**src/rtl/sdr_cmd_seq.sv**
```systemverilog
// Single-request SDRAM command sequencer: power-up init, periodic refresh and
// ACTIVE -> READ/WRITE with auto-precharge for one request at a time.
module sdr_cmd_seq #(
    parameter int SDR_DW       = 16,
    parameter int SDR_BW       = 2,
    parameter int BURST_LENGTH = 1,
    parameter int TRCD         = 3,
    parameter int TRAS         = 6,
    parameter int TRP          = 3,
    parameter int TCAS         = 3,
    parameter int TWR          = 2,
    parameter int TRFC         = 7,
    parameter int INIT_WAIT    = 100,
    parameter int REF_INTERVAL = 780
) (
    input  logic              sdram_clk,
    input  logic              sdram_resetn,
    input  logic              req_valid,
    output logic              req_ready,
    input  logic              req_we,
    input  logic [1:0]        req_bank,
    input  logic [12:0]       req_row,
    input  logic [9:0]        req_col,
    input  logic [SDR_DW-1:0] wr_data,
    input  logic [SDR_BW-1:0] wr_mask,
    output logic              wr_data_ack,
    output logic [SDR_DW-1:0] rd_data,
    output logic              rd_valid,
    output logic              sdr_init_done,
    output logic              sdr_cke,
    output logic              sdr_cs_n,
    output logic              sdr_ras_n,
    output logic              sdr_cas_n,
    output logic              sdr_we_n,
    output logic [1:0]        sdr_ba,
    output logic [12:0]       sdr_addr,
    output logic [SDR_BW-1:0] sdr_dqm,
    output logic [SDR_DW-1:0] sdr_dout,
    output logic [SDR_BW-1:0] sdr_den_n,
    input  logic [SDR_DW-1:0] sdr_din
);

    localparam logic [3:0] CMD_NOP   = 4'b0111;
    localparam logic [3:0] CMD_ACT   = 4'b0011;
    localparam logic [3:0] CMD_READ  = 4'b0101;
    localparam logic [3:0] CMD_WRITE = 4'b0100;
    localparam logic [3:0] CMD_PRE   = 4'b0010;
    localparam logic [3:0] CMD_REF   = 4'b0001;
    localparam logic [3:0] CMD_MRS   = 4'b0000;

    localparam logic [2:0] BL_CODE = (BURST_LENGTH == 8) ? 3'd3 :
                                     (BURST_LENGTH == 4) ? 3'd2 :
                                     (BURST_LENGTH == 2) ? 3'd1 : 3'd0;
    localparam logic [12:0] MRS_ADDR = {3'b000, 1'b0, 2'b00, 3'(TCAS), 1'b0, BL_CODE};

    // Write tail covers both write recovery and the ACTIVE-to-precharge minimum.
    localparam int WR_TAIL_A = TWR + TRP;
    localparam int WR_TAIL_B = TRAS + TRP - (TRCD + BURST_LENGTH);
    localparam int WR_TAIL   = (WR_TAIL_A > WR_TAIL_B) ? WR_TAIL_A : WR_TAIL_B;
    localparam int RD_X1     = TRAS + TRP - TRCD;
    localparam int RD_X2     = BURST_LENGTH + TRP;
    localparam int RD_X3     = TCAS + BURST_LENGTH;
    localparam int RD_X12    = (RD_X1 > RD_X2) ? RD_X1 : RD_X2;
    localparam int RD_X      = (RD_X12 > RD_X3) ? RD_X12 : RD_X3;

    localparam logic [15:0] C_INIT    = 16'(INIT_WAIT - 1);
    localparam logic [15:0] C_TRP     = 16'(TRP);
    localparam logic [15:0] C_TRFC    = 16'(TRFC);
    localparam logic [15:0] C_MRS     = 16'd2;
    localparam logic [15:0] C_ACK     = 16'(TRCD - 2);
    localparam logic [15:0] C_RW      = 16'(TRCD - 1);
    localparam logic [15:0] C_WR_END  = 16'(BURST_LENGTH + WR_TAIL - 1);
    localparam logic [15:0] C_RD_END  = 16'(RD_X - 1);
    localparam logic [15:0] C_SAMP_LO = 16'(TCAS);
    localparam logic [15:0] C_SAMP_HI = 16'(TCAS + BURST_LENGTH);
    localparam logic [15:0] C_REF_END = 16'(REF_INTERVAL - 1);
    localparam logic [3:0]  C_BEAT_END = 4'(BURST_LENGTH - 1);

    typedef enum logic [3:0] {
        S_INIT_WAIT, S_INIT_PRE, S_INIT_REF1, S_INIT_REF2, S_INIT_MRS,
        S_IDLE, S_REF, S_ACT, S_WR, S_RD
    } state_t;

    state_t            state_q, state_d;
    logic [15:0]       cnt_q, cnt_d;
    logic [15:0]       ref_cnt_q, ref_cnt_d;
    logic              ref_pending_q, ref_pending_d;
    logic              init_done_q, init_done_d;
    logic [3:0]        cmd_q, cmd_d;
    logic              cke_q, cke_d;
    logic [1:0]        ba_q, ba_d;
    logic [12:0]       addr_q, addr_d;
    logic [SDR_BW-1:0] dqm_q, dqm_d;
    logic [SDR_DW-1:0] dout_q, dout_d;
    logic [SDR_BW-1:0] den_n_q, den_n_d;
    logic              we_q, we_d;
    logic [1:0]        bank_q, bank_d;
    logic [9:0]        col_q, col_d;
    logic              wr_ack_q, wr_ack_d;
    logic [3:0]        wbeat_q, wbeat_d;
    logic [SDR_DW-1:0] din_q, din_d;
    logic              samp_q, samp_d;
    logic              rd_valid_q, rd_valid_d;
    logic [SDR_DW-1:0] rd_data_q, rd_data_d;
    logic              ref_expire, ref_clr;

    assign req_ready     = (state_q == S_IDLE) & init_done_q & ~ref_pending_q;
    assign wr_data_ack   = wr_ack_q;
    assign rd_data       = rd_data_q;
    assign rd_valid      = rd_valid_q;
    assign sdr_init_done = init_done_q;
    assign sdr_cke       = cke_q;
    assign {sdr_cs_n, sdr_ras_n, sdr_cas_n, sdr_we_n} = cmd_q;
    assign sdr_ba        = ba_q;
    assign sdr_addr      = addr_q;
    assign sdr_dqm       = dqm_q;
    assign sdr_dout      = dout_q;
    assign sdr_den_n     = den_n_q;

    always_comb begin
        state_d     = state_q;
        cnt_d       = cnt_q + 16'd1;
        init_done_d = init_done_q;
        cmd_d       = CMD_NOP;
        cke_d       = cke_q;
        ba_d        = ba_q;
        addr_d      = addr_q;
        dqm_d       = '1;
        dout_d      = dout_q;
        den_n_d     = '1;
        we_d        = we_q;
        bank_d      = bank_q;
        col_d       = col_q;
        wr_ack_d    = 1'b0;
        wbeat_d     = wbeat_q;
        din_d       = din_q;
        samp_d      = 1'b0;
        rd_valid_d  = samp_q;
        rd_data_d   = samp_q ? din_q : rd_data_q;
        ref_clr     = 1'b0;
        ref_expire  = 1'b0;
        ref_cnt_d   = ref_cnt_q;

        if (init_done_q) begin
            if (ref_cnt_q == C_REF_END) begin
                ref_cnt_d  = '0;
                ref_expire = 1'b1;
            end else begin
                ref_cnt_d = ref_cnt_q + 16'd1;
            end
        end

        // Keep DQM low around a read so the SDRAM drives its data.
        if (!we_q && (state_q == S_ACT || state_q == S_RD)) dqm_d = '0;

        // Pin registers take the beat that was acknowledged in the previous cycle.
        if (wr_ack_q) begin
            dout_d  = wr_data;
            dqm_d   = wr_mask;
            den_n_d = '0;
            if (wbeat_q != C_BEAT_END) begin
                wr_ack_d = 1'b1;
                wbeat_d  = wbeat_q + 4'd1;
            end
        end

        case (state_q)
            S_INIT_WAIT: begin
                cke_d = 1'b1;
                if (cnt_q == C_INIT) begin
                    cmd_d   = CMD_PRE;
                    addr_d  = 13'h0400;
                    state_d = S_INIT_PRE;
                    cnt_d   = '0;
                end
            end
            S_INIT_PRE: if (cnt_q == C_TRP) begin
                cmd_d   = CMD_REF;
                state_d = S_INIT_REF1;
                cnt_d   = '0;
            end
            S_INIT_REF1: if (cnt_q == C_TRFC) begin
                cmd_d   = CMD_REF;
                state_d = S_INIT_REF2;
                cnt_d   = '0;
            end
            S_INIT_REF2: if (cnt_q == C_TRFC) begin
                cmd_d   = CMD_MRS;
                ba_d    = 2'b00;
                addr_d  = MRS_ADDR;
                state_d = S_INIT_MRS;
                cnt_d   = '0;
            end
            S_INIT_MRS: if (cnt_q == C_MRS) begin
                init_done_d = 1'b1;
                state_d     = S_IDLE;
                cnt_d       = '0;
            end
            S_IDLE: begin
                cnt_d = '0;
                if (ref_pending_q) begin
                    cmd_d   = CMD_REF;
                    ba_d    = 2'b00;
                    addr_d  = 13'h0400;
                    ref_clr = 1'b1;
                    state_d = S_REF;
                end else if (req_valid && req_ready) begin
                    cmd_d   = CMD_ACT;
                    ba_d    = req_bank;
                    addr_d  = req_row;
                    we_d    = req_we;
                    bank_d  = req_bank;
                    col_d   = req_col;
                    state_d = S_ACT;
                end
            end
            S_REF: if (cnt_q == C_TRFC) begin
                state_d = S_IDLE;
                cnt_d   = '0;
            end
            S_ACT: begin
                if (we_q && cnt_q == C_ACK) begin
                    wr_ack_d = 1'b1;
                    wbeat_d  = 4'd0;
                end
                if (cnt_q == C_RW) begin
                    cmd_d   = we_q ? CMD_WRITE : CMD_READ;
                    ba_d    = bank_q;
                    addr_d  = {2'b00, 1'b1, col_q};
                    state_d = we_q ? S_WR : S_RD;
                    cnt_d   = '0;
                end
            end
            S_WR: if (cnt_q == C_WR_END) begin
                state_d = S_IDLE;
                cnt_d   = '0;
            end
            S_RD: begin
                if (cnt_q >= C_SAMP_LO && cnt_q < C_SAMP_HI) begin
                    samp_d = 1'b1;
                    din_d  = sdr_din;
                end
                if (cnt_q == C_RD_END) begin
                    state_d = S_IDLE;
                    cnt_d   = '0;
                end
            end
            default: state_d = S_INIT_WAIT;
        endcase

        ref_pending_d = (ref_pending_q & ~ref_clr) | ref_expire;
    end

    always_ff @(posedge sdram_clk or negedge sdram_resetn) begin
        if (!sdram_resetn) begin
            state_q       <= S_INIT_WAIT;
            cnt_q         <= '0;
            ref_cnt_q     <= '0;
            ref_pending_q <= 1'b0;
            init_done_q   <= 1'b0;
            cmd_q         <= 4'b1111;
            cke_q         <= 1'b0;
            ba_q          <= '0;
            addr_q        <= '0;
            dqm_q         <= '1;
            dout_q        <= '0;
            den_n_q       <= '1;
            we_q          <= 1'b0;
            bank_q        <= '0;
            col_q         <= '0;
            wr_ack_q      <= 1'b0;
            wbeat_q       <= '0;
            din_q         <= '0;
            samp_q        <= 1'b0;
            rd_valid_q    <= 1'b0;
            rd_data_q     <= '0;
        end else begin
            state_q       <= state_d;
            cnt_q         <= cnt_d;
            ref_cnt_q     <= ref_cnt_d;
            ref_pending_q <= ref_pending_d;
            init_done_q   <= init_done_d;
            cmd_q         <= cmd_d;
            cke_q         <= cke_d;
            ba_q          <= ba_d;
            addr_q        <= addr_d;
            dqm_q         <= dqm_d;
            dout_q        <= dout_d;
            den_n_q       <= den_n_d;
            we_q          <= we_d;
            bank_q        <= bank_d;
            col_q         <= col_d;
            wr_ack_q      <= wr_ack_d;
            wbeat_q       <= wbeat_d;
            din_q         <= din_d;
            samp_q        <= samp_d;
            rd_valid_q    <= rd_valid_d;
            rd_data_q     <= rd_data_d;
        end
    end

endmodule

```
**config.mk**
```make
export PLATFORM = sky130hd
export DESIGN_NAME = sdr_cmd_seq
export DESIGN_NICKNAME = d
export VERILOG_FILES = /design/src/rtl/sdr_cmd_seq.sv
export SDC_FILE = /design/constraint.sdc
export NUM_CORES = 1
export LEC_CHECK = 0
export CAP_MARGIN = 20
export CORE_ASPECT_RATIO = 0.6
export CORE_UTILIZATION = 45
export DETAILED_ROUTE_END_ITERATION = 7
export GPL_TIMING_DRIVEN = 0
export HOLD_SLACK_MARGIN = 0.12
export PLACE_DENSITY = 0.82
export SYNTH_ARGS = -nofsm -noshare
export SYNTH_HDL_FRONTEND = slang
export SYNTH_SLANG_ARGS = --single-unit
```
**constraint.sdc**
```tcl
create_clock -name sdram_clk -period 3.39 [get_ports sdram_clk]
set_input_delay 0.678 -clock sdram_clk [delete_from_list [all_inputs] [get_ports sdram_clk]]
set_output_delay 0.678 -clock sdram_clk [all_outputs]
set_load 0.02 [all_outputs]
```
---- Word level (Yosys, flattened, before mapping) ----
Cells that the tools add are included.
word-level totals
  register bits after elaboration ......... 130
  word-level logic and storage cells ...... 132
operators by class
  add/sub/neg operators ................... 3
  $lt $le $gt $ge ......................... 2
  eq/ne operators ......................... 25
  mux-type cells .......................... 56
  bitwise logic cells ..................... 6
  reduce and logical (&&, ||, !) cells .... 19
operators with widths
  cell                                                   count
  two-way mux 16 bit                                     6
  case mux 16 bit (6 select lines)                       1
  two-way mux 13 bit                                     5
  two-way mux 4 bit                                      14
  case mux 13 bit (4 select lines)                       1
  case mux 4 bit (9 select lines)                        1
  adder 16 x 1 -> 16 bit, second input constant          2
  equality test 16 x 2 -> 1 bit, second input constant   2
  equality test 16 x 3 -> 1 bit, second input constant   2
  two-way mux 3 bit                                      6
  case mux 3 bit (6 select lines)                        1
  equality test 16 x 1 -> 1 bit, second input constant   1
  equality test 16 x 10 -> 1 bit, second input constant  1
  equality test 16 x 7 -> 1 bit, second input constant   1
  equality test 4 x 3 -> 1 bit, second input constant    4
  >= comparator 16 x 2 -> 1 bit, second input constant   1
  < comparator 16 x 3 -> 1 bit, second input constant    1
  two-way mux 2 bit                                      8
  two-way mux 1 bit                                      12
  != test 2 bit, second input constant                   6
  AND reduction 9 bit                                    1
  equality test 4 x 2 -> 1 bit, second input constant    2
  equality test 4 bit, second input constant             2
  nonzero test 4 bit                                     2
  19 further kinds                                       28

---- Logic depth before layout (Yosys ltp) ----
Gate-level depths: netlist of the first run.
  depth in word-level cells ............... 7
  depth in mapped cells ................... 8
  gate-level depth less buffers ........... 7

---- Worst setup path after synthesis of the first run ----
No wires, ideal clock.
  kind .................................... register to register
  start point ............................. register cnt_q[0]
  end point ............................... register state_q[1]
  setup time .............................. 0.126 ns
  data arrival time ....................... 2.385 ns
  data required time ...................... 3.264 ns
  setup slack ............................. 0.879 ns
  stages on the path, launching flop included .. 7
  cells stage by stage .................... dfrtp_1 -> ha_1 -> or3b_2 -> nor4_4 -> o22ai_2 -> or3_4 -> a221o_1
on the way
  cells in the longest elaborated chain, start to end .. 3
  elaborated cells between the ends (all ways) .. 14
  those cells by class .................... eq/ne: 13; reduce/logical: 1
ends and longest elaborated chain
  item                                                               RTL line  text
  start, declared                                                    85        logic [15:0] cnt_q, cnt_d;
  start signal, assigned                                             279       cnt_q <= cnt_d;
  equality test 16 x 2 -> 1 bit, or another cell as far along        194, 226
  != test 2 bit (no line) or != test 2 x 1 -> 1 bit (tied branches)  --
  AND reduction 9 bit (no line) *                                    --
  end signal, assigned                                               278       state_q <= state_d;
  end, declared                                                      84        state_t state_q, state_d;
Every way passes the cells marked *; elsewhere a longest branch is shown, timed or not.
A chain may end at the register's enable or synchronous reset.

---- Worst setup path after layout of the first run ----
  start point ............................. register state_q[1]
  end point ............................... output req_ready
on the way
  cells in the longest elaborated chain, start to end .. 3
ends and longest elaborated chain
  item                          RTL line  text
  equality test 4 x 3 -> 1 bit  107       assign req_ready = (state_q == S_IDLE) & init_done_q & ~ref_pending_q;
  AND 1 bit (2 in series)       107
  end, declared                 19        output logic req_ready,
Every way passes these cells.

==> results of run 1 <==
==> cell families after synthesis <==
family | after synthesis | synth area share, %
other cells | 1 | 0.0645
simple gates | 153 | 14.8
flops | 129 | 55.7
buf+inv | 35 | 2.73
compound gates | 49 | 6.35
xor+xnor | 27 | 4.07
fa+ha+maj | 6 | 1.29
mux | 78 | 15.0
==> power groups by stage <==
stage | Clock (mW) | Sequential [mW] | Combinational [mW]
global route | 1.87 | 1.54 | 0.118
global placement | 0 | 1.57 | 0.102
floorplan | 0 | 1.57 | 0.00103
detailed placement | 0 | 1.57 | 0.109
CTS | 1.80 | 1.54 | 0.110
finish | 1.78 | 1.54 | 0.108
==> layout by cell type (no fill, tap or decap), drive strengths merged, types with 17 or more instances in the layout <==
cell type and count:
clkdlybuf4s50 121, clkbuf 30, nor2 42, xor2 17
dfrtp 122, mux2 74, nand2 21, inv 22
nand3 20
==> through the flow <==
stage | hold WS [ns] | cell area (um^2) | std cells
2_1_floorplan | 0.352 | 5810 | 478
3_3_place_gp | 0.356 | 7240 | 765
3_5_place_dp | 0.368 | 7270 | 766
4_1_cts | 0.253 | 7860 | 799
5_1_grt | 0.269 | 7860 | 798
6_report | 0.229 | 7860 | 798
==> final cells by class <==
type	instances	area, um^2
clock inverters	14	144
well taps	165	206
flip-flops and latches	129	3240
multi-input cells	314	2430
clock buffers	18	429
plain buffers	20	106
inverters	14	52.6
repair buffers	124	1260
fillers	898	4470
==> worst max-delay path: stages, from the launching register on <==
cell and delay, ns:
dfrtp_1 0.36, clkbuf_1 0.19, nand2b_2 0.30, nor3_4 0.24, clkbuf_4 0.27, and2_1 0.15
clkdlybuf4s50_1 0.60
==> worst paths after layout <==
| path | startpoint | to | slack (ns) | cells after the start |
|---|---|---|---|---|
| setup / recovery | state_q[1] | req_ready | 0.19 | 6 |
| min in group sdram_clk | rd_valid_d | rd_valid | 0.38 | 0 |
| hold reg to reg | rd_valid_d | rd_valid | 0.38 | 0 |
| hold / removal | sdram_resetn | rd_valid | 0.23 | 1 |
| setup reg to reg | cnt_q[0] | cnt_q[13] | 0.44 | 7 |
| max in group asynchronous | sdram_resetn | cmd_q[3] | 2.37 | 2 |
==> metal layers <==
layer,up-vias,GRT usage [%],share of wire [%]
li1,1989,-,-
met1,2166,31.2,46
met2,200,33.4,44
met3,21,6.09,8.3
met4,0,7.47,1.6
met5,-,0,0
==> sequential cells by signal, indices dropped and copies added (netlist names), 10 cells and up <==
signal	cells
cnt_q	16
din_q	16
rd_data	16
sdr_addr	13
sdr_dout	16
col_q	10
ref_cnt_q	16
==> what timing repair did <==
| action | in CTS | in global routing |
|---|---|---|
| cloned | 0 | 0 |
| endpoints found under the setup margin | 1 | 1 |
| gates resized for setup | 3 | 3 |
| hold buffers | 0 | 0 |
| buffers inserted | 1 | 0 |
| pin swaps | 1 | 0 |
==> flow_summary.yaml, run 1 <==
outcome:
  outcome: "completed"
floorplan:
  coreArea_um2: 12300
  die_h_um: 90.0
  start_util_pct: 47.1
  die_area_um2: 13400
  fp.dieW_um: 149
  core.rowCount: 31
  io_pins: 123
run:
  cap_violations: 0
placement:
  hpwl_mm: 10.2
  gp_congestion: 0.904
  post-place-ws_ns: -0.364
  portBuffers: 122
detailed_routing:
  via_per_inst: 5.48
  vias: 4376
  totalWireLength_mm: 14.2
  wl_per_cell_um: 17.8
  first_pass_iters: 6
  drc_errors: 0
  drt-initial-drc-count: 288
  ant_nets: 0
power_and_ir_drop:
  p_sw_mw: 0.784
  p_per_area_nw_per_um2: 436
  p_leak_nw: 3.53
  power.total_mw: 3.43
  swShare_pct: 22.9
  ir_worst_vdd_mv: 0.317
  p_int_mw: 2.64
  clock_power_share_pct: 51.9
  seqPwrFrac_pct: 45.0
  comb_power_share_pct: 3.1
clocking:
  clockRootBuffer: "clkbuf_16"
  h-tree-depth: 4
  clkTransAtPathRegs_ns: 0.06
  cts.sinks: 129
  insertion_delay_ns: 0.41
  clock_path_buffers: 2
  cts_tree: "built"
  cts_made_buffers: 17
global_routing:
  antenna_found_initial: 0
  grt_pass1_wl_mm: 22.9
  grt_use_total_pct: 22.3
  overflow: 0
  grt_max_degree: 69
  grt_pass1_vias: 4377
sta:
  max_slew_margin_pct: 26.3
  max_freq_ghz: 0.312
  rsz0062_at_grt: "no"
  period_minus_slack_ns: 3.20
  tns_ns: 0
  fin_ws_ns: 0.187
  finClkSkew_ns: 0.00986
  hold_viol: 0
  worstMarginPinSlew_ns: 1.10
  slew_viol_final: 0
  setup_viol: 0
  period_share_pct: 94.5
synthesis:
  synth_top_area_cell: "dfrtp_1"
  synthArstFlopShare_pct: 100
  ys_top_cells_by_count: "122 x dfrtp_1, 66 x mux2_2, 41 x nor2_1"
  yosysTopAreaCellShare_pct: 52.5
  synth_flop_cell: "dfrtp_1"
  synthTopCellsByArea: "dfrtp_1 53%, mux2_2 13%, dfstp_2 3.2%, nor2_1 2.6%, xor2_1 2.6%"
  yosys_warnings: 0
  yosysUniqueCellTypes: 60
  synth.most_common_cell: "dfrtp_1"
  seq_area_frac_synth_pct: 55.7
  postSynthAreaPerCell_um2: 12.2
  yosys_register_bits: 129
  synthCells: 478
  synth_edf_count: 0
  syn_area_um2: 5810
  syn-num-nets: 547
worst_setup_path:
  critPathKind: "register to output port"
  required_ns: 2.71
  setup.worst_path.start_class: "register"
  setup.worst_path.end_class: "output port"
  arrival_ns: 2.53
  crit_fanout: 10
final_layout:
  drive_above_1_share_pct: 20.4
  nets: 689
  postLayoutCoreUtil_pct: 63.7
  area_delta_synth_final_pct: 35.3
  insertedDiodeCount: 0
min_path:
  min_path_type: "input pin to async pin"
No activity file was read; power rests on OpenSTA's default activity.
==> run 2, diff against run 1 <==
Settings changed: CAP_MARGIN 20 to default.
==> results of run 2 <==
No change in the layout: final DEF, timing and power equal those of run 1.
==> variant 1: new RTL, config.mk and constraints of run 1 <==
Change the parameter `SDR_BW` from 2 to 4.
--- a/src/rtl/sdr_cmd_seq.sv
+++ b/src/rtl/sdr_cmd_seq.sv
@@ -2,7 +2,7 @@
 // ACTIVE -> READ/WRITE with auto-precharge for one request at a time.
 module sdr_cmd_seq #(
     parameter int SDR_DW       = 16,
-    parameter int SDR_BW       = 2,
+    parameter int SDR_BW       = 4,
     parameter int BURST_LENGTH = 1,
     parameter int TRCD         = 3,
     parameter int TRAS         = 6,
Ports: changed (resized sdr_den_n, sdr_dqm and wr_mask); port bits go from 123 to 129. No check against the original RTL was run, so the function may have changed too.
==> variant 1 against run 1 <==
  * Sequential cell count grew 2
  * Hold slack worse by 0.030 ns
  * Cell count up 2.1%
  * Clock skew up 0.0031 ns
  * Synthesized cell count grew 2.3%
  * Setup slack better by 0.32 ns
  * First-iteration DRC count down 3.5%
  * Final area grew 1.4%
  * Routed wire length decreased by 0.54%
  * Via count rose by 2.8%
  * Area after synthesis is 0.95% higher
Power is not compared: it rests on default switching activity, and its combinational part moved more than twofold at a synthesized area within 25%.
==> variant 1: results (changes against run 1) <==
placed cell areas=0.007383 sq mm (was 0.007268 sq mm); Async SR Flop Fraction=1.000 (unchanged); Vias=4497 (was 4376); Die W=149.4 microns (was 148.7 microns); mean post-synth cell area=12.00 sq um (was 12.16 sq um); clk_skew=0.01298 ns (was 0.009855 ns); routed wire length on met3=1.231 mm (was 1.184 mm); drt wl/cell=17.33 microns (was 17.80 microns); Via-to-Cell Ratio=5.518 (was 5.484); met2 routed WL=6.296 mm (was 6.300 mm); First-pass DRT Iterations=5 (was 6); Yosys cell types=50 (was 60); postcts setup bufs=0 (was 1); Global Route met2 Usage=0.3368 (was 0.3341); peak supply drop=0.4158 mV; leakage power=3.495 nW; post-CTS resize count=0 (was 3); multi-input gates=322 (was 314); dpl hpwl=10.12 mm (was 10.20 mm); vias in the first global route=4588 (was 4377); Finished Cell Area=0.007975 sq mm (was 0.007863 sq mm); Inverters=13 (was 14); Place WS=0.6150 ns (was -0.3639 ns); Layout clock area frac=0.07421 (was 0.07288); Worst EP arrival=2.21 ns (was 2.53 ns); GRT met3 Usage=0.06970 (was 0.06091); Non-clock buffers, area share=0.1787 (was 0.1735); Post-Synth XOR/XNOR Area=0.04329 (was 0.04069); Total Nets Final=708 (was 689); DRT met1 WL=6.405 mm (was 6.485 mm); GR Util All Layers=0.2245 (was 0.2231); Synth top cells by count=dfrtp_1, mux2_2, nor2_1 (unchanged); share of synthesized cell area in full adder, half adder and majority cells=0.01280 (was 0.01292); register area share after synthesis=0.5607 (was 0.5569); Mapped Nets=560 (was 547); DR iter-0 viols=278 (was 288); CP peak stage delay=0.67 ns (was 0.60 ns); Max FO, Critical Path=7 (was 10); outcome=completed (unchanged); # fillers=901 (was 898); #FFs+latches synth=131 (was 129); ranking of synthesized cells by area=dfrtp_1, mux2_2, dfstp_2, nor2_1, xnor2_1 (was dfrtp_1, mux2_2, dfstp_2, nor2_1, xor2_1); post-synthesis mux area share=0.1316 (was 0.1503); area of the multi-input gates=0.002414 sq mm (was 0.002430 sq mm); CP top delay family=buffers and inverters (unchanged); Placed Cells=783 (was 766); CLK BUF=18 (unchanged); layout cells sized above 1=0.1985 (was 0.2038); Compound-Gate Fraction of Synth Area=0.07059 (was 0.06351); worst slew pin tran=0.7209 ns (was 1.096 ns); largest net degree at the start of global routing=86 (was 69); FF/Latch Area=0.003289 sq mm (was 0.003237 sq mm); number of buffers outside the clock class in the layout=152 (was 144); initial antenna violation count=0 (unchanged); CTS max path bufs=2 (unchanged); wire length of the first global-routing pass=23.38 mm (was 22.91 mm); port bufs=128 (was 122); M1 GR Usage=0.3118 (was 0.3119)
-- variant 1: cell count changes after synthesis, moves of 5 or more --
cell / before / now
o2bb2ai_1: 0 / 12
a22oi_1: 0 / 8
mux2_1: 8 / 0
nor2_1: 41 / 47
nor2b_1: 1 / 7
xnor2_1: 10 / 16
a22o_1: 10 / 5
nand2_1: 21 / 26
nor4_1: 8 / 3
-- variant 1: worst paths after layout --
path | start | end | slack, ns | cells past startpoint
max | state_q[1] | req_ready | 0.50 | 4
min | sdram_resetn | sdr_dout[0] | 0.20 | 1
max reg2reg | cnt_q[4] | din_q[14] | 0.89 | 5
min reg2reg | rd_valid_d | rd_valid | 0.38 | 0
max in group asynchronous | sdram_resetn | cmd_q[1] | 2.40 | 2
min in group sdram_clk | rd_valid_d | rd_valid | 0.38 | 0
==> variant 2: new RTL, flow settings as in run 1 <==
Without the edit above. Encoding of `state_t`: now one-hot (10 bits for 10 states).
--- a/src/rtl/sdr_cmd_seq.sv
+++ b/src/rtl/sdr_cmd_seq.sv
@@ -76,9 +76,9 @@
     localparam logic [15:0] C_REF_END = 16'(REF_INTERVAL - 1);
     localparam logic [3:0]  C_BEAT_END = 4'(BURST_LENGTH - 1);
 
-    typedef enum logic [3:0] {
-        S_INIT_WAIT, S_INIT_PRE, S_INIT_REF1, S_INIT_REF2, S_INIT_MRS,
-        S_IDLE, S_REF, S_ACT, S_WR, S_RD
+    typedef enum logic [9:0] {
+        S_INIT_WAIT = 10'b0000000001, S_INIT_PRE = 10'b0000000010, S_INIT_REF1 = 10'b0000000100, S_INIT_REF2 = 10'b0000001000, S_INIT_MRS = 10'b0000010000,
+        S_IDLE = 10'b0000100000, S_REF = 10'b0001000000, S_ACT = 10'b0010000000, S_WR = 10'b0100000000, S_RD = 10'b1000000000
     } state_t;
 
     state_t            state_q, state_d;
Formal check against the unedited RTL: no difference found for any inputs over 10 cycles, from zero or initial values and one cycle with sdram_resetn low; not proved beyond that.
==> variant 2 against run 1 <==
  * Area after synthesis grew 6.8%
  * Cell count is 5.3% higher
  * Setup slack got worse by 0.058 ns
  * Routed wire length rose by 5.5%
  * Fmax fell by 1.8%
  * Final area grew 6.2%
  * Power up 12%
  * Sequential cell count increased by 6
  * Critical path type is now flop to flop
  * Critical endpoint is now sdr_addr[4]
==> variant 2: results (changes against run 1) <==
Inverters=15 (was 14); ranking of synthesized cells by area=dfrtp_1, mux2_2, dfstp_2, xor2_1, nor2_1 (was dfrtp_1, mux2_2, dfstp_2, nor2_1, xor2_1); wire length of the first global-routing pass=24.74 mm (was 22.91 mm); leakage power=3.750 nW (was 3.529 nW); placed cell areas=0.007669 sq mm (was 0.007268 sq mm); number of buffers outside the clock class in the layout=148 (was 144); largest net degree at the start of global routing=72 (was 69); Non-clock buffers, area share=0.1656 (was 0.1735); Syn-to-layout area delta=34.54% (was 35.29%); outcome=completed (unchanged); Worst slew margin=0.4434 (was 0.2626); Layout clock area frac=0.08092 (was 0.07288); peak supply drop=0.3193 mV (was 0.3168 mV); cell-internal power=3.085 mW (was 2.641 mW); dpl hpwl=10.89 mm (was 10.20 mm); sequential group power=1.63 mW (was 1.54 mW); Via-to-Cell Ratio=5.529 (was 5.484); post-CTS resize count=0 (was 3); vias in the first global route=4808 (was 4377); clk_skew=0.009305 ns (was 0.009855 ns); # fillers=981 (was 898); Slowest-stage cell, CP=or4b_2 (was clkdlybuf4s50_1); met2 routed WL=6.927 mm (was 6.300 mm); Net Sw Frac=0.1968 (was 0.2290); drt total wl=14.98 mm (was 14.20 mm); GRT met3 Usage=0.07066 (was 0.06091); DR iter-0 viols=306 (was 288)
## variant 2: cells by family (layout without fill, tap and decap cells)
| kind of cell | count (synthesis) | after routing |
|---|---|---|
| mux | 78 | 78 |
| fa+ha+maj | 6 | 6 |
| flops | 135 | 135 |
| compound gates | 55 | 55 |
| xor+xnor | 30 | 30 |
| simple gates | 170 | 170 |
| other cells | 1 | 1 |
| buf+inv | 40 | 195 |
## variant 2: final timing paths
path | startpoint | to | slack [ns] | depth (start not counted)
setup / recovery | cnt_q[0] | sdr_addr[4] | 0.13 | 9
hold / removal | sdram_resetn | ref_cnt_q[5] | 0.28 | 1
setup reg to reg | cnt_q[0] | sdr_addr[4] | 0.13 | 9
hold reg to reg | rd_valid_d | rd_valid | 0.39 | 0
max in group asynchronous | sdram_resetn | sdr_dout[1] | 2.36 | 2
min in group sdram_clk | rd_valid_d | rd_valid | 0.39 | 0
